$ cat config.mk
export PLATFORM = sky130hd
export DESIGN_NAME = mtm_alu_serial_n
export DESIGN_NICKNAME = d
export VERILOG_FILES = /design/src/rtl/mtm_alu_serial_n.sv
export SDC_FILE = /design/constraint.sdc
export NUM_CORES = 1
export LEC_CHECK = 0
export CAP_MARGIN = 20
export CORE_MARGIN = 1.5
export CORE_UTILIZATION = 40
export DETAILED_ROUTE_END_ITERATION = 6
export PLACE_DENSITY = 0.55
export SLEW_MARGIN = 20
export SYNTH_ARGS = -nofsm -noshare
export SYNTH_HDL_FRONTEND = slang
export SYNTH_SLANG_ARGS = --single-unit
export TNS_END_PERCENT = 50
$ cat constraint.sdc
create_clock -name clk -period 12.87 [get_ports clk]
set_input_delay 2.574 -clock clk [delete_from_list [all_inputs] [get_ports clk]]
set_output_delay 2.574 -clock clk [all_outputs]
set_load 0.03 [all_outputs]
$ cat src/rtl/mtm_alu_serial_n.sv
// Serial-framed N-byte ALU: receives B, A and a command over one wire, checks the
// frame, and returns either the result with flags or a single error packet.
module mtm_alu_serial_n #(
  parameter int N_BYTES     = 4,
  parameter int TIMEOUT_CYC = 64
) (
  input  logic clk,
  input  logic rst_n,
  input  logic sin,
  output logic sout,
  output logic busy
);

  localparam int W    = 8 * N_BYTES;
  localparam int NPKT = 2 * N_BYTES;
  localparam int TXW  = 11 * (N_BYTES + 1);
  localparam int GW   = $clog2(TIMEOUT_CYC + 1);
  localparam int TCW  = $clog2(TXW + 1);
  localparam int DCW  = $clog2(NPKT + 1);

  localparam logic [2:0] OP_AND = 3'b000;
  localparam logic [2:0] OP_OR  = 3'b001;
  localparam logic [2:0] OP_XOR = 3'b010;
  localparam logic [2:0] OP_ADD = 3'b100;
  localparam logic [2:0] OP_SUB = 3'b101;

  typedef enum logic [2:0] {
    S_IDLE, S_TYPE, S_PAYLOAD, S_STOP, S_GAP, S_EXEC, S_TX, S_DRAIN
  } state_t;

  state_t           state_q;
  logic [2:0]       bit_cnt_q;
  logic [DCW-1:0]   dcnt_q;
  logic [GW-1:0]    gap_cnt_q;
  logic [3:0]       drain_cnt_q;
  logic [TCW-1:0]   tx_left_q;
  logic             type_q;
  logic             sout_q;
  logic             busy_q;
  logic [2:0]       err_q;
  logic [7:0]       rx_sh_q;
  logic [2*W-1:0]   data_q;
  logic [TXW-1:0]   tx_q;

  logic [W-1:0]        b_w, a_w, c_w;
  logic signed [W-1:0] b_s, a_s, c_s;
  logic [W:0]          sum_w, dif_w;
  logic [2:0]          op_w;
  logic [3:0]          flags_w;
  logic                carry_w, ovf_w, op_bad, crc_bad;
  logic                exec_go, drain_go;

  function automatic logic [3:0] crc4_calc(input logic [2*W+3:0] d);
    logic [3:0] c;
    logic       fb;
    c = '0;
    for (int i = 2*W+3; i >= 0; i--) begin
      fb = c[3] ^ d[i];
      c  = {c[2:0], 1'b0} ^ {2'b00, fb, fb};
    end
    return c;
  endfunction

  function automatic logic [2:0] crc3_calc(input logic [W+4:0] d);
    logic [2:0] c;
    logic       fb;
    c = '0;
    for (int i = W+4; i >= 0; i--) begin
      fb = c[2] ^ d[i];
      c  = {c[1:0], 1'b0} ^ {1'b0, fb, fb};
    end
    return c;
  endfunction

  function automatic logic [TXW-1:0] build_ok(input logic [W-1:0] c, input logic [3:0] fl);
    logic [TXW-1:0] v;
    v = '1;
    for (int i = 0; i < N_BYTES; i++)
      v[TXW-1-11*i -: 11] = {2'b00, c[W-1-8*i -: 8], 1'b1};
    v[10:0] = {2'b01, 1'b0, fl, crc3_calc({c, 1'b0, fl}), 1'b1};
    return v;
  endfunction

  function automatic logic [7:0] err_payload(input logic [2:0] e);
    return {1'b1, e, e, ^{1'b1, e, e}};
  endfunction

  always_comb begin
    b_w     = data_q[2*W-1:W];
    a_w     = data_q[W-1:0];
    op_w    = rx_sh_q[6:4];
    sum_w   = {1'b0, b_w} + {1'b0, a_w};
    dif_w   = {1'b0, b_w} - {1'b0, a_w};
    c_w     = '0;
    carry_w = 1'b0;
    ovf_w   = 1'b0;
    op_bad  = 1'b0;
    case (op_w)
      OP_AND: c_w = b_w & a_w;
      OP_OR:  c_w = b_w | a_w;
      OP_XOR: c_w = b_w ^ a_w;
      OP_ADD: begin c_w = sum_w[W-1:0]; carry_w = sum_w[W]; end
      OP_SUB: begin c_w = dif_w[W-1:0]; carry_w = dif_w[W]; end
      default: op_bad = 1'b1;
    endcase
    b_s = $signed(b_w);
    a_s = $signed(a_w);
    c_s = $signed(c_w);
    if (op_w == OP_ADD)
      ovf_w = ((b_s < 0) == (a_s < 0)) && ((c_s < 0) != (b_s < 0));
    else if (op_w == OP_SUB)
      ovf_w = ((b_s < 0) != (a_s < 0)) && ((c_s < 0) != (b_s < 0));
    flags_w  = {carry_w, ovf_w, (c_w == '0), c_w[W-1]};
    crc_bad  = (crc4_calc({b_w, a_w, 1'b1, op_w}) != rx_sh_q[3:0]);
    exec_go  = (state_q == S_EXEC) && !crc_bad && !op_bad;
    drain_go = (state_q == S_DRAIN) && sin && (drain_cnt_q == 4'd10);
  end

  // Control FSM: framing, packet counting, watchdog, error drain and TX pacing
  always_ff @(posedge clk or negedge rst_n) begin
    if (!rst_n) begin
      state_q     <= S_IDLE;
      bit_cnt_q   <= '0;
      dcnt_q      <= '0;
      gap_cnt_q   <= '0;
      drain_cnt_q <= '0;
      tx_left_q   <= '0;
      type_q      <= 1'b0;
      sout_q      <= 1'b1;
      busy_q      <= 1'b0;
      err_q       <= '0;
    end else begin
      case (state_q)
        S_IDLE: if (!sin) begin
          state_q <= S_TYPE;
          busy_q  <= 1'b1;
          dcnt_q  <= '0;
        end
        S_TYPE: begin
          type_q    <= sin;
          bit_cnt_q <= '0;
          state_q   <= S_PAYLOAD;
        end
        S_PAYLOAD: begin
          bit_cnt_q <= bit_cnt_q + 3'd1;
          if (bit_cnt_q == 3'd7) state_q <= S_STOP;
        end
        S_STOP: begin
          gap_cnt_q   <= '0;
          drain_cnt_q <= '0;
          if (!sin || (type_q ? (dcnt_q != DCW'(NPKT)) : (dcnt_q == DCW'(NPKT)))) begin
            err_q   <= 3'b100;
            state_q <= S_DRAIN;
          end else if (type_q) begin
            state_q <= S_EXEC;
          end else begin
            dcnt_q  <= dcnt_q + DCW'(1);
            state_q <= S_GAP;
          end
        end
        S_GAP: begin
          if (!sin) begin
            gap_cnt_q <= '0;
            state_q   <= S_TYPE;
          end else if (gap_cnt_q == GW'(TIMEOUT_CYC - 1)) begin
            state_q <= S_IDLE;
            busy_q  <= 1'b0;
          end else begin
            gap_cnt_q <= gap_cnt_q + GW'(1);
          end
        end
        S_EXEC: begin
          drain_cnt_q <= '0;
          if (crc_bad) begin
            err_q   <= 3'b010;
            state_q <= S_DRAIN;
          end else if (op_bad) begin
            err_q   <= 3'b001;
            state_q <= S_DRAIN;
          end else begin
            tx_left_q <= TCW'(TXW);
            state_q   <= S_TX;
          end
        end
        S_DRAIN: begin
          if (!sin) begin
            drain_cnt_q <= '0;
          end else if (drain_go) begin
            tx_left_q <= TCW'(11);
            state_q   <= S_TX;
          end else begin
            drain_cnt_q <= drain_cnt_q + 4'd1;
          end
        end
        S_TX: begin
          if (tx_left_q != '0) begin
            sout_q    <= tx_q[TXW-1];
            tx_left_q <= tx_left_q - TCW'(1);
          end else begin
            state_q <= S_IDLE;
            busy_q  <= 1'b0;
          end
        end
        default: state_q <= S_IDLE;
      endcase
    end
  end

  // Datapath registers: receive shifter, operand store, transmit shifter
  always_ff @(posedge clk) begin
    if (state_q == S_PAYLOAD)
      rx_sh_q <= {rx_sh_q[6:0], sin};
    if (state_q == S_STOP && !type_q && sin)
      data_q <= {data_q[2*W-9:0], rx_sh_q};
    if (exec_go)
      tx_q <= build_ok(c_w, flags_w);
    else if (drain_go)
      tx_q <= {2'b01, err_payload(err_q), 1'b1, {(TXW-11){1'b1}}};
    else if (state_q == S_TX)
      tx_q <= {tx_q[TXW-2:0], 1'b1};
  end

  assign sout = sout_q;
  assign busy = busy_q;

endmodule

-- Yosys cells after proc, flatten, opt, wreduce, memory -nomap -nowiden
Index checks and enable logic that the tools add are counted.
- register bits after elaboration: 159
- add/sub/neg operators: 7
- $lt $le $gt $ge: 3
- equal/unequal tests: 37
- muxes and demuxes: 46
- bitwise operators: 206
- reduce and logical (&&, ||, !) cells: 37
- operator list (cell ; count):
    $xor 4x2->4 ; 66
    $pmux 32 s5 ; 1
    $xor 3x2->3 ; 37
    $mux 54 ; 2
    $xor 1x1->1 ; 98
    $lt 32x1->1 const B ; 3
    $mux 53 ; 1
    $add 32x32->33 ; 1
    $sub 32x32->33 ; 1
    $and 32x32->32 ; 1
    $logic_not 32->1 ; 1
    $or 32x32->32 ; 1
    $xor 32x32->32 ; 1
    $mux 3 ; 10
    $mux 6 ; 5
    $ne 2x2->1 const B ; 13
    $pmux 3 s8 ; 1
    $eq 3x3->1 const B ; 7
    $mux 4 ; 5
    $pmux 6 s3 ; 1
    $pmux 4 s2 ; 2
    $mux 7 ; 2
    $pmux 7 s2 ; 1
    $ne 3x3->1 const B ; 4
    34 further kinds ; 71

-- Logic depth before layout (Yosys ltp)
Gate-level depths: netlist of run 1.
- word-level depth: 137
- depth in mapped cells: 25

-- Worst setup path after synthesis of run 1
No wires, ideal clock.
- path kind: register to register
- start: reg data_q[40]
- end: reg tx_q[3] (data pin)
- library setup time: 0.261 ns
- data arrival time: 5.375 ns
- data required time: 12.609 ns
- setup slack: 7.235 ns
- cell stages (with the launch flop): 25
- buffers on the path: 1
- period minus slack after synthesis: 5.635 ns
- path through: edfxtp_1 > inv_1 > ha_1 > clkbuf_1 > nor2b_1 > o21ai_0 > a21oi_1 > a211oi_1 > o2111ai_1 > and3_1 > o41ai_1 > nor3_1 > xnor2_1 > a22oi_1 > ha_1 > xor2_1 > xnor2_1 > xnor2_1 > xnor2_1 > xnor2_1 > xnor2_1 > xnor3_1 > xnor2_1 > xnor2_1 > a221o_1
- longest elaborated chain between the ends: 65
- elaborated cells on any way between the ends: 178
- classes of those cells: add/sub: 2; order compare: 2; eq/ne: 4; mux: 5; bitwise: 159; reduce/logical: 6
- RTL lines (item ; RTL line ; text):
    start, declared ; 42 ; logic [2*W-1:0] data_q;
    start signal, assigned ; 214 ; data_q <= {data_q[2*W-9:0], rx_sh_q};
    branches (longest 64 deep; another with $sub 32x32->33) ; n/a ;
    $mux 53 (*) ; 215 ; if (exec_go)
    end signal, assigned ; 216 ; tx_q <= build_ok(c_w, flags_w);
    end signal, assigned ; 218 ; tx_q <= {2'b01, err_payload(err_q), 1'b1, {(TXW-11){1'b1}}};
    end signal, assigned ; 220 ; tx_q <= {tx_q[TXW-2:0], 1'b1};
    end, declared ; 43 ; logic [TXW-1:0] tx_q;
Every way passes the cells marked *.
A chain may end at the register's enable or synchronous reset.

-- Final worst setup path of run 1
Same ends and word-level chain as after synthesis.

==> results of run 1 <==
[kinds of logic (layout without fill, tap and decap cells)]
group                      after synthesis  in the layout  share of synthesized area
xor gates and xnor gates               166            166                      0.149
muxes                                   47             47                     0.0355
AOI/OAI and AO/OA                      419            419                      0.208
buffers and inverters                  197            169                     0.0554
and+or+nand+nor                        341            341                      0.119
adders and majority gates              121            121                      0.111
DFF                                    159            159                      0.323
[layout make-up]
type | instances | area (um2)
Sequential cell | 159 | 4460
Inverter | 114 | 429
Fill cell | 3258 | 18900
Multi-Input combinational cell | 1094 | 8610
Clock buffer | 20 | 489
Tap cell | 448 | 561
Clock inverter | 12 | 133
Timing Repair Buffer | 23 | 183
[metal layers]
metal,wire length (um),vias up,global-route usage,share of wire
li1,-,5241,-,-
met1,20100,5486,0.349,0.47
met2,19400,329,0.377,0.45
met3,2040,55,0.0339,0.048
met4,1150,0,0.0748,0.027
met5,0,-,0,0
[how the worst max path moves through the flow]
stage / to / cells after the start / slack [ns] / startpoint
2_1_floorplan: tx_q[3]$_DFFE_PP_ / 24 / 7.23 / data_q[40]$_DFFE_PP_
3_3_place_gp: tx_q[3]$_DFFE_PP_ / 23 / 6.23 / data_q[40]$_DFFE_PP_
3_5_place_dp: tx_q[3]$_DFFE_PP_ / 23 / 6.25 / data_q[40]$_DFFE_PP_
4_1_cts: tx_q[3]$_DFFE_PP_ / 23 / 6.22 / data_q[40]$_DFFE_PP_
5_1_grt: tx_q[3]$_DFFE_PP_ / 23 / 5.63 / data_q[40]$_DFFE_PP_
6_report: tx_q[3]$_DFFE_PP_ / 23 / 6.09 / data_q[40]$_DFFE_PP_
[synth_stat cells, drive strengths merged (15+ instances only)]
master,instances,share of area
a221o,23,0.017
a21oi,96,0.035
nand2,89,0.024
dfxtp,15,0.022
edfxtp,111,0.24
a211oi,18,0.0098
o31ai,17,0.0092
buf,21,0.0075
clkbuf,62,0.017
nand3,36,0.013
dfrtp,32,0.058
xnor2,102,0.070
xor2,26,0.016
nor2,87,0.024
o21ai,72,0.026
o22ai,17,0.0077
inv,110,0.030
nor3,37,0.014
ha,119,0.11
a31oi,26,0.012
mux2i,40,0.029
a21o,22,0.012
o22a,22,0.014
xnor3,37,0.061
[registers in the layout, indices dropped and copies added, names as in the netlist, 3 cells and up]
register     flops
data_q          64
tx_left_q        6
dcnt_q           4
bit_cnt_q        3
drain_cnt_q      4
rx_sh_q          8
err_q            3
state_q          3
gap_cnt_q        7
tx_q            54
[worst register-to-register path: stages, from the launching register on]
cell and delay [ns]:
edfxtp_1 0.54, inv_1 0.30, ha_1 0.43, a21o_1 0.24, a21o_1 0.18, a221oi_1 0.33
o21a_1 0.33, o41a_1 0.32, a211oi_1 0.16, o311a_1 0.30, nor3_1 0.38, xnor2_1 0.12
a22oi_1 0.37, ha_1 0.23, nand4_1 0.08, nor3_1 0.18, nand4_1 0.11, a2111oi_0 0.58
nand4_1 0.16, nor4_1 0.37, a21oi_1 0.14, xnor2_1 0.29, xnor2_1 0.12, a221o_1 0.30
[metrics by stage]
step | worst slack (ns) | utilization | hold WS (ns) | instance area [um2]
detailed placement | 6.25 | 0.422 | 0.405 | 14200
finish | 6.09 | 0.440 | 0.426 | 14900
floorplan | 7.23 | - | 0.400 | 13800
CTS | 6.22 | 0.440 | 0.426 | 14900
global placement | 6.23 | 0.422 | 0.404 | 14200
global route | 5.63 | 0.440 | 0.432 | 14900
==> reports/qor.txt, run 1 <==
Worst-Skew Late Latency = 0.44 ns
Total CTS buffers = 17
CP Cell Sequence = inv_1 -> ha_1 -> a21o_1 -> a21o_1 -> a221oi_1 -> o21a_1 -> o41a_1 -> a211oi_1 -> o311a_1 -> nor3_1 -> xnor2_1 -> a22oi_1 -> ha_1 -> nand4_1 -> nor3_1 -> nand4_1 -> a2111oi_0 -> nand4_1 -> nor4_1 -> a21oi_1 -> xnor2_1 -> xnor2_1 -> a221o_1
Number of max-cap violations = 0
Hold-fix buffers, CTS = 0
Cell count after synthesis = 1,450
Final period util = 0.527
Sequential fraction of the synthesis area = 0.323
Std-Cell Rows = 67
Worst path top cell family by delay = compound AO/OA/AOI/OAI gates
Crit path launch type = register
Vias = 11.1k
Final setup vio count = 0
Grt ovf = 0
Pins Over Slew Limit = 0
Buf/Inv on CP = 1
WS Path Type = reg -> reg
RR Endpoint = tx_q[3]$_DFFE_PP_
Clock Skews = 0.0109 ns
Yosys warning count = 0
Post-Route WL = 42,700 um
Post-Layout Cell Count = 1,870
Worst-path clk slew = 0.07 ns
Clk sinks = 159
Post-layout min period = 6.78 ns
Die Footprint = 35,700 um2
Most frequent cells in the layout = 119 x ha_1, 111 x edfxtp_1, 109 x inv_1
GPL Wtd Cong = 0.912
Slew headroom = 0.237
Hold path endpoint = data_q[7]$_DFFE_PP_
Worst hold path type = reg -> reg
Die X = 189 um
Post-DP HPWL = 31,700 um
Number of placed instances, taps included = 1,838
Share of layout cells above drive strength 1 = 0.0626
Worst Hold Launch = rx_sh_q[7]$_DFFE_PP_
Critical path peak fanout = 11
Vias in the first global route = 10.8k
Crit path largest cell delay = 0.58 ns
Commonest non-fill, non-tap cell in the layout = ha_1
First-pass GRT wire length = 65,900 um
Worst Path Arrival = 6.97 ns
Flops & latches, synth = 159
Maximum clock frequency = 0.147 GHz
DRC = 0
DRT Pass-1 Iters = 5
Post-CTS Setup Inserts = 0
GRT Overall Usage = 0.243
Post-CTS sizing = 0
Final hold viol count = 0
CP Capture Type = register
Mapped Avg Cell Area = 9.53 um2
Synth unique cells = 86
IO Port Bufs = 4
Average wire per standard cell = 22.8 um
CTS tree = built
Worst hold stages = 0
Die height = 189 um
Via density = 5.94
R2R Setup Slk = 6.09 ns
Status = finished clean
Worst path required time = 13.06 ns
Antenna Nets Post-Route = 0
Post-synth EDFFs = 111
Clk Tree Root Cell = clkbuf_16
RSZ-0062 raised after global routing = no
Slowest CP cell = a2111oi_0
Depth of the CTS H-tree = 4
Post-synth ARST share = 0.208
Starting DRT DRC Count = 1,101
Initial antenna violation count = 0
Slew @ Worst Pin = 1.14 ns
Starting Density = 0.409
Clk buf depth = 2
Synthesis-to-layout area growth = 7.53%
Setup TNS = 0 ns
Pin count of the biggest net entering global routing = 70
N_diodes = 0
IO Count = 5
CORE AREA = 33,800 um2
Prevailing post-synth register cell = edfxtp_1
Total Nets Final = 1,533
Worst-case reg-to-reg path depth = 23
Mapped cell area = 13,800 um2
FF-to-FF Start = data_q[40]$_DFFE_PP_
Syn nets = 1,574
Power of run 1 is not shown: default switching activity piles up to over one toggle a cycle in this logic, so the estimate is an artifact.
==> run 2: changes to the inputs <==
--- a/config.mk
+++ b/config.mk
@@ -9,7 +9,7 @@
 export CORE_MARGIN = 1.5
 export CORE_UTILIZATION = 40
 export DETAILED_ROUTE_END_ITERATION = 6
-export PLACE_DENSITY = 0.55
+export PLACE_DENSITY = 0.57
 export SLEW_MARGIN = 20
 export SYNTH_ARGS = -nofsm -noshare
 export SYNTH_HDL_FRONTEND = slang
==> constraint.sdc (replaced) <==
create_clock -name clk -period 6.1 [get_ports clk]
set_input_delay 1.22 -clock clk [delete_from_list [all_inputs] [get_ports clk]]
set_output_delay 1.22 -clock clk [all_outputs]
set_load 0.03 [all_outputs]
==> run 2 against run 1 <==
Final cell count up 3.6%; sequential cell count unchanged; critical path type unchanged; via count up 1.3%; die area unchanged; cell area up 3.9%; sequential share of layout area down 1.1 points.
==> reports/qor.txt, run 2 (synthesis gave the netlist of run 1 again) <==
Synthesis-to-layout area growth = 11.7%
N_diodes = 0
GRT busiest layer = met2
Slew @ Worst Pin = 1.05 ns
Die X = 189 um
Post-layout min period = 5.79 ns
Worst hold stages = 0
Starting DRT DRC Count = 1,069
FF-to-FF Start = data_q[37]$_DFFE_PP_
Pins Over Slew Limit = 0
Worst-Skew Late Latency = 0.44 ns
Final period util = 0.950
RR Endpoint = tx_q[3]$_DFFE_PP_
CP Cell Sequence = inv_1 -> ha_1 -> and3_1 -> a221o_1 -> a31oi_2 -> nor3_1 -> o2111a_1 -> o2111ai_1 -> a21oi_1 -> nor3_2 -> xnor2_1 -> a22oi_1 -> ha_1 -> xor2_1 -> xnor2_1 -> xnor2_1 -> xnor2_1 -> xnor2_1 -> xnor2_1 -> xnor3_1 -> xnor2_1 -> xnor2_1 -> a221o_1
Post-Route WL = 43,900 um
Top Registers = data_q: 64 flops, tx_q: 54 flops, rx_sh_q: 8 flops
Grt ovf = 0
Most flops, register = data_q
Register Area = 4460 um2
Final setup vio count = 0
Clk sinks = 159
Initial antenna violation count = 0
CP Capture Type = register
Crit path launch type = register
Final worst slack = 0.307 ns
Worst-case reg-to-reg path depth = 23
Clock Skews = 0.00982 ns
Met2 Usage GRT = 0.396
Clk Tree Root Cell = clkbuf_16
Maximum clock frequency = 0.173 GHz
Hold path endpoint = data_q[7]$_DFFE_PP_
Grt met3 use = 0.0378
Antenna Nets Post-Route = 0
CTS tree = built
DRC = 0
IO Port Bufs = 4
Die Footprint = 35,700 um2
Hold-fix buffers, CTS = 0
Total Nets Final = 1,600
Worst-path clk slew = 0.07 ns
Commonest non-fill, non-tap cell in the layout = ha_1
Critical path peak fanout = 6
R2R Setup Slk = 0.31 ns
Share of layout cells above drive strength 1 = 0.113
Worst Hold Launch = rx_sh_q[7]$_DFFE_PP_
Vias in the first global route = 11.1k
Final Core Density = 0.457
Number of max-cap violations = 0
Most frequent cells in the layout = 118 x ha_1, 111 x edfxtp_1, 109 x inv_1
Pre-CTS setup slack = 0.200 ns
Worst Path Arrival = 5.99 ns
CORE AREA = 33,800 um2
Worst hold path type = reg -> reg
Worst path required time = 6.30 ns
Slowest CP cell = edfxtp_1
Setup TNS = 0 ns
Clk buf depth = 2
First-pass GRT wire length = 67,300 um
Depth of the CTS H-tree = 4
Average wire per standard cell = 22.7 um
Post-DP HPWL = 33,500 um
Status = finished clean
DRT Pass-1 Iters = 5
Hold WS = 0.450 ns
Crit path largest cell delay = 0.51 ns
Area of the multi-input gates = 8670 um2
Starting Density = 0.409
Total CTS buffers = 17
Final hold viol count = 0
WS Path Type = reg -> reg
RSZ-0062 raised after global routing = no
GPL Wtd Cong = 0.944
Vias = 11.3k
Max reg flops = 64
Std-Cell Rows = 67
Die height = 189 um
Pin count of the biggest net entering global routing = 73
Fillers = 3,276
IO Count = 5
Slew headroom = 0.299
GRT Overall Usage = 0.249
CP most frequent cell = xnor2_1
Via density = 5.81
Routing usage on met1 = 0.343
[run 2: through the flow]
| stage | std cells | cell area, um2 |
|---|---|---|
| final | 1937 | 15400 |
| after global routing | 1937 | 15400 |
| after CTS | 1935 | 15400 |
| after detailed placement | 1903 | 14800 |
| after global placement | 1903 | 14800 |
| after floorplan | 1450 | 13800 |
[run 2: how the worst max path moves through the flow]
stage,cells after the start,from,endpoint
floorplan,24,data_q[40]$_DFFE_PP_,tx_q[3]$_DFFE_PP_
global placement,23,data_q[0]$_DFFE_PP_,tx_q[3]$_DFFE_PP_
detailed placement,23,data_q[37]$_DFFE_PP_,tx_q[3]$_DFFE_PP_
CTS,23,data_q[0]$_DFFE_PP_,tx_q[3]$_DFFE_PP_
global route,23,data_q[10]$_DFFE_PP_,tx_q[3]$_DFFE_PP_
finish,23,data_q[37]$_DFFE_PP_,tx_q[3]$_DFFE_PP_
[run 2: area by class of cell]
type                       instances  share of cell area
timing repair buffer              90              0.0460
clock inverter                    15              0.0122
multi-input combinational       1094               0.561
sequential                       159               0.289
clock buffer                      17              0.0275
inverter                         114              0.0278
tap                              448              0.0363
[run 2: worst max-delay path, delay by kind of cell (launching register included)]
family | cells | cell delay (ns)
buf+inv | 1 | 0.09
compound gates | 7 | 1.68
flops | 1 | 0.51
simple gates | 3 | 0.66
fa+ha+maj | 2 | 0.72
xor+xnor | 10 | 1.88
[run 2: repair_timing]
item                                   in CTS  in global routing
endpoints found under the hold margin       0                  0
resized for setup                           0                 14
setup buffers                               0                  2
setup endpoints to repair                   0                  3
[run 2: routing by layer]
layer  part of all wire  vias up
met5                  0        -
li1                   -     5384
met1               0.46     5465
met3              0.053       63
met2               0.46      338
met4              0.036        0
Power of run 2 is left out for the same reason.
